File: src/rtl/stb_cmd_queue.sv
// rtl/stb_cmd_queue.sv - command FIFO and one-at-a-time issuer for the burst store engine
// Optional completion watchdog: define STB_CMDQ_TIMEOUT_EN.
module stb_cmd_queue #(
    parameter int SMC_COUNT      = 6,
    parameter int ADDR_WIDTH     = 32,
    parameter int BURST_WIDTH    = 8,
    parameter int UR_ADDR_WIDTH  = 11,
    parameter int UR_ID_WIDTH    = 3,
    parameter int DEPTH          = 4,
    parameter int TAG_WIDTH      = 4,
    parameter int TIMEOUT_CYCLES = 4096
) (
    input  logic                       clk,
    input  logic                       rst_n,
    input  logic                       cmd_valid,
    output logic                       cmd_ready,
    input  logic [SMC_COUNT-1:0]       cmd_smc_strb,
    input  logic [3:0]                 cmd_byte_strb,
    input  logic [BURST_WIDTH-1:0]     cmd_brst,
    input  logic [ADDR_WIDTH-1:0]      cmd_gr_base_addr,
    input  logic [UR_ID_WIDTH-1:0]     cmd_ur_id,
    input  logic [UR_ADDR_WIDTH-1:0]   cmd_ur_addr,
    input  logic [TAG_WIDTH-1:0]       cmd_tag,
    output logic                       stb_u_valid,
    output logic [SMC_COUNT-1:0]       stb_u_smc_strb,
    output logic [3:0]                 stb_u_byte_strb,
    output logic [BURST_WIDTH-1:0]     stb_u_brst,
    output logic [ADDR_WIDTH-1:0]      stb_u_gr_base_addr,
    output logic [UR_ID_WIDTH-1:0]     stb_u_ur_id,
    output logic [UR_ADDR_WIDTH-1:0]   stb_u_ur_addr,
    input  logic                       stb_d_valid,
    input  logic                       stb_d_done,
    output logic                       rsp_valid,
    output logic [TAG_WIDTH-1:0]       rsp_tag,
    output logic                       rsp_err,
    input  logic                       rsp_ready,
    output logic [$clog2(DEPTH):0]     q_count,
    output logic                       busy
);

    localparam int PW = $clog2(DEPTH);
    localparam int CW = PW + 1;
    localparam int EW = SMC_COUNT + 4 + BURST_WIDTH + ADDR_WIDTH + UR_ID_WIDTH
                      + UR_ADDR_WIDTH + TAG_WIDTH;
    localparam logic [CW-1:0] FULL = CW'(DEPTH);

    typedef enum logic [1:0] {IDLE, ISSUE, WAIT_DONE, RESP} state_t;

    state_t                     state, state_d;
    logic [EW-1:0]              mem [DEPTH];
    logic [PW-1:0]              wr_ptr, rd_ptr;
    logic [CW-1:0]              count;
    logic                       push, pop, load_u, rsp_load, rsp_err_d;

    logic [SMC_COUNT-1:0]       h_smc;
    logic [3:0]                 h_byte;
    logic [BURST_WIDTH-1:0]     h_brst;
    logic [ADDR_WIDTH-1:0]      h_addr;
    logic [UR_ID_WIDTH-1:0]     h_id;
    logic [UR_ADDR_WIDTH-1:0]   h_uaddr;
    logic [TAG_WIDTH-1:0]       h_tag;

    assign {h_smc, h_byte, h_brst, h_addr, h_id, h_uaddr, h_tag} = mem[rd_ptr];

    // Ready comes from the registered count only, so a full queue never accepts even on a pop cycle
    assign cmd_ready   = (count != FULL);
    assign push        = cmd_valid && cmd_ready;
    assign q_count     = count;
    assign stb_u_valid = (state == ISSUE);
    assign rsp_valid   = (state == RESP);
    assign busy        = (state != IDLE) || (count != '0);

    always_ff @(posedge clk) begin
        if (push) begin
            mem[wr_ptr] <= {cmd_smc_strb, cmd_byte_strb, cmd_brst, cmd_gr_base_addr,
                            cmd_ur_id, cmd_ur_addr, cmd_tag};
        end
    end

    always_ff @(posedge clk) begin
        if (!rst_n) begin
            wr_ptr <= '0;
            rd_ptr <= '0;
            count  <= '0;
        end else begin
            if (push) wr_ptr <= wr_ptr + 1'b1;
            if (pop)  rd_ptr <= rd_ptr + 1'b1;
            case ({push, pop})
                2'b10:   count <= count + 1'b1;
                2'b01:   count <= count - 1'b1;
                default: count <= count;
            endcase
        end
    end

`ifdef STB_CMDQ_TIMEOUT_EN
    localparam int TOW = $clog2(TIMEOUT_CYCLES);
    logic [TOW-1:0] to_cnt;
    logic           to_hit;

    assign to_hit = (to_cnt == TOW'(TIMEOUT_CYCLES - 1));

    always_ff @(posedge clk) begin
        if (!rst_n) begin
            to_cnt <= '0;
        end else if (state == ISSUE) begin
            to_cnt <= '0;
        end else if (state == WAIT_DONE) begin
            to_cnt <= to_cnt + 1'b1;
        end
    end
`else
    logic unused_timeout_cfg;
    assign unused_timeout_cfg = (TIMEOUT_CYCLES > 0);
`endif

    always_ff @(posedge clk) begin
        if (!rst_n) begin
            state <= IDLE;
        end else begin
            state <= state_d;
        end
    end

    always_comb begin
        state_d   = state;
        pop       = 1'b0;
        load_u    = 1'b0;
        rsp_load  = 1'b0;
        rsp_err_d = 1'b0;
        case (state)
            IDLE: begin
                if (count != '0) begin
                    // A zero-length burst would hang the engine; answer it here instead
                    if (h_brst == '0) begin
                        state_d   = RESP;
                        pop       = 1'b1;
                        rsp_load  = 1'b1;
                        rsp_err_d = 1'b1;
                    end else begin
                        state_d = ISSUE;
                        load_u  = 1'b1;
                    end
                end
            end
            ISSUE: state_d = WAIT_DONE;
            WAIT_DONE: begin
                if (stb_d_valid && stb_d_done) begin
                    state_d  = RESP;
                    pop      = 1'b1;
                    rsp_load = 1'b1;
                end
`ifdef STB_CMDQ_TIMEOUT_EN
                else if (to_hit) begin
                    state_d   = RESP;
                    pop       = 1'b1;
                    rsp_load  = 1'b1;
                    rsp_err_d = 1'b1;
                end
`endif
            end
            RESP: begin
                if (rsp_ready) state_d = IDLE;
            end
            default: state_d = IDLE;
        endcase
    end

    always_ff @(posedge clk) begin
        if (!rst_n) begin
            stb_u_smc_strb     <= '0;
            stb_u_byte_strb    <= '0;
            stb_u_brst         <= '0;
            stb_u_gr_base_addr <= '0;
            stb_u_ur_id        <= '0;
            stb_u_ur_addr      <= '0;
            rsp_tag            <= '0;
            rsp_err            <= 1'b0;
        end else begin
            if (load_u) begin
                stb_u_smc_strb     <= h_smc;
                stb_u_byte_strb    <= h_byte;
                stb_u_brst         <= h_brst;
                stb_u_gr_base_addr <= h_addr;
                stb_u_ur_id        <= h_id;
                stb_u_ur_addr      <= h_uaddr;
            end
            if (rsp_load) begin
                rsp_tag <= h_tag;
                rsp_err <= rsp_err_d;
            end
        end
    end

endmodule

File: config.mk
export PLATFORM = sky130hd
export DESIGN_NAME = stb_cmd_queue
export DESIGN_NICKNAME = d
export VERILOG_FILES = /design/src/rtl/stb_cmd_queue.sv
export SDC_FILE = /design/constraint.sdc
export NUM_CORES = 1
export LEC_CHECK = 0
export BUFFER_PORTS_ARGS = -buffer_cell sky130_fd_sc_hd__clkbuf_2
export CAP_MARGIN = 20
export CORE_ASPECT_RATIO = 0.5
export CORE_MARGIN = 10
export CORE_UTILIZATION = 60
export CTS_BUF_LIST = sky130_fd_sc_hd__clkbuf_8
export CTS_CLUSTER_SIZE = 30
export DETAILED_ROUTE_END_ITERATION = 7
export PLACE_DENSITY_LB_ADDON = 0.08
export SLEW_MARGIN = 0
export SYNTH_ARGS = -nofsm -noshare
export SYNTH_HDL_FRONTEND = slang
export SYNTH_SLANG_ARGS = --single-unit
File: constraint.sdc
create_clock -name clk -period 4.5 [get_ports clk]
set_input_delay 0.9 -clock clk [delete_from_list [all_inputs] [get_ports clk]]
set_output_delay 0.9 -clock clk [all_outputs]
set_load 0.02 [all_outputs]
==> impl_metrics.yaml <==
outcome:
  status: "finished clean"
critical_path:
  cpMaxStageDelayCell: "dfxtp_4"
  critical_path_buf_inv_count: 1
  rrSetupSlack_ns: 0.86
  crit_path_start_kind: "flip-flop"
  crit_chain: "mux4_1, or4_4, o31ai_1, ha_1, inv_1, fa_1, xor2_1, or3_1, a21boi_0"
  end_kind: "flip-flop"
  critPathMaxStageDelay_ns: 0.76
  critPathTopFamily: "simple AND/OR/NAND/NOR gates"
  critPathRequiredTime_ns: 4.96
  arrival_ns: 4.10
  path_class: "reg -> reg"
  worstPathMaxFanout: 30
sta:
  finalCritPeriodShare_pct: 80.80
  max_freq_mhz: 275.0
  layout_setup_ws_ns: 0.8642
  slew_headroom_pct: 28.97
  setup_violations: 0
  finalHoldViolations: 0
  grt_setup_unrepaired: "no"
  final.setup_skew_ns: 0.02359
  tns_ns: 0
  worst_pin_slew_ns: 1.066
  fin_crit_ns: 3.636
  slew_viol_final: 0
clock_network:
  cts_buffers: 47
  clk_transition_reported_paths_ns: 0.06
  postCtsSetupBuffers: 0
  cts_sinks: 352
  clock_path_buffers: 3
  cts_root_buf: "clkbuf_8"
  cts_max_level: 2
  cts_tree: "built"
  hold_buffers: 0
  cts_resized: 0
  clock_latency_ns: 0.55
place:
  place.gp.congestion: 0.7420
  port_buffers: 149
  place_ws_ns: 0.8198
  place_area_mm2: 0.01442
  numPlacedInstances: 1185
  hpwl_mm: 16.21
power_and_ir_drop:
  p_clk_share_pct: 25.8
  p_comb_share_pct: 25.1
  pwr_density_cell_mw_per_mm2: 558.2
  p_sw_mw: 2.584
  p_sw_share_pct: 30.29
  p_int_mw: 5.948
  irDropWorstVdd_uv: 277.0
  leakage_nw: 5.781
  seq_power_share_pct: 49.1
drt:
  vias: 7070
  wirelength_mm: 26.18
  drcViolationCount: 0
  dr.pass1.iters: 4
  drt_iter0_drc: 612
  routed_via_density: 5.554
  avgRoutedWirePerCell_um: 20.56
  ant_nets: 0
logic_synthesis:
  syn_area_per_cell_um2: 17.63
  ys_seq_elements: 352
  synth_edf_count: 272
  synth_top_cell_area_share_pct: 60.90
  yosys.area.top_type: "edfxtp_1"
  ys_warn_count: 0
  syn-instance-count: 761
  synth_ff_type: "edfxtp_1"
  ys_seq_area_share_pct: 72.84
  synth_nets: 845
  synth_cell_types: 42
  synth_area_leaders: "edfxtp_1 (61%), dfxtp_1 (12%), mux4_2 (11%)"
  async_flop_share_pct: 0
  synthesis.area_mm2: 0.01341
finish:
  drive_gt1_share_pct: 30.56
  nets: 1018
  final_area_mm2: 0.01528
  area_growth_syn_to_layout_pct: 13.96
  fin_cells: 1273
hold_path:
  hold_path_class: "reg -> reg"
job:
  drv_cap: 0
grt:
  antenna_found_initial: 1
  grt_pass1_vias: 7320
  grt_pass1_wl_mm: 40.96
  gr-total-overflow: 0
  grt_max_degree: 107
  grtUsageTotal_pct: 17.85
die:
  io_pins: 150
  die_area_mm2: 0.02910
  core_area_mm2: 0.02182
  core.rowCount: 38
  die_h_um: 125.7
  die_w_um: 231.4
  start_util_pct: 61.46
-- tightest hold or removal path: stages (launching register included) --
cell and delay [ns]:
dfxtp_1 0.31, nand2_1 0.05, mux2i_1 0.05
-- through the flow --
| stage | total power, mW | utilization, % | hold WS, ns |
|---|---|---|---|
| 4_1_cts | 8.631 | 70.03 | 0.4629 |
| 3_5_place_dp | 6.445 | 66.05 | 0.4540 |
| 6_report | 8.532 | 70.04 | 0.4581 |
| 2_1_floorplan | 5.902 | - | 0.4765 |
| 5_1_grt | 8.978 | 70.03 | 0.4742 |
| 3_3_place_gp | 6.392 | 66.05 | 0.4445 |
-- path summary, 6_finish.rpt --
path,startpoint,cells past startpoint,end
worst max-delay path,flip-flop,9,q_count[2]
worst min-delay path,stb_u_smc_strb[2],2,stb_u_smc_strb[2]
worst max register to register,flip-flop,9,q_count[2]
worst min register to register,stb_u_smc_strb[2],2,stb_u_smc_strb[2]
-- power by group through the flow --
stage                     logic (mW)  clock network, mW  registers, mW
after floorplan                 1.57                  0           4.33
final                           2.15               2.20           4.19
after CTS                       2.19               2.25           4.20
after detailed placement        2.18                  0           4.26
after global routing            2.33               2.41           4.23
after global placement          2.14                  0           4.25
-- registers in the layout (all words and copies together) (netlist names), named ones only --
name and flops:
rd_ptr 2, stb_u_gr_base_addr 32, stb_u_smc_strb 6, rsp_tag 4, state 2, wr_ptr 2
stb_u_ur_id 3, mem 272, stb_u_byte_strb 4, rsp_err 1, stb_u_ur_addr 11, stb_u_brst 8
q_count 3
-- cell families after synthesis --
family	after synthesis	synth area share, %
xor+xnor	3	0.1959
compound gates	36	1.847
buf+inv	51	2.379
simple gates	185	6.017
flops	352	72.84
mux	124	15.74
fa+ha+maj	10	0.9888
-- cell type report --
type,instances,area [um^2]
antenna,1,2.502
clock buffer,53,729.5
sequential,352,9777
inverter,10,37.54
clock inverter,34,137.6
fill,1457,6539
multi-input combinational,358,3344
timing repair buffer,165,880.8
tap,300,375.4
-- cell usage after synthesis (3+ instances only) --
cell      instances
clkbuf_1         27
nand2_1         132
and3_1           10
inv_1            10
nor2_1            6
buf_12            7
mux4_1            5
dfxtp_1          80
mux2i_1          56
buf_2             5
mux4_2           63
nand3_1          22
edfxtp_1        272
a221o_1           4
ha_1              9
nor2b_1           3
a21oi_1           7
o21ai_0          12
-- placed cells by master (no fill, tap or decap), drive strengths merged, types with 2 or more instances in the layout --
cell    count
a21oi       7
dfxtp      80
a21boi      2
mux4       68
buf        17
o31ai       2
clkbuf    201
edfxtp    272
ha          9
nand2     132
nor4        2
a221o       4
nor2b       3
xor2        2
o21ai      13
nand3      22
and2        2
inv        38
or4         2
nor3        2
nor2        6
and3       10
mux2i      56
clkinv      6
-- routing by layer --
metal  global-route usage, %  vias up  wire length [um]
li1                        -     3297                 -
met1                   23.54     3537             11160
met2                   29.35      198             12870
met3                   4.886       38              1726
met4                   3.923        0               411
met5                       0        -                 0
Power figures use the tool's default switching activity.
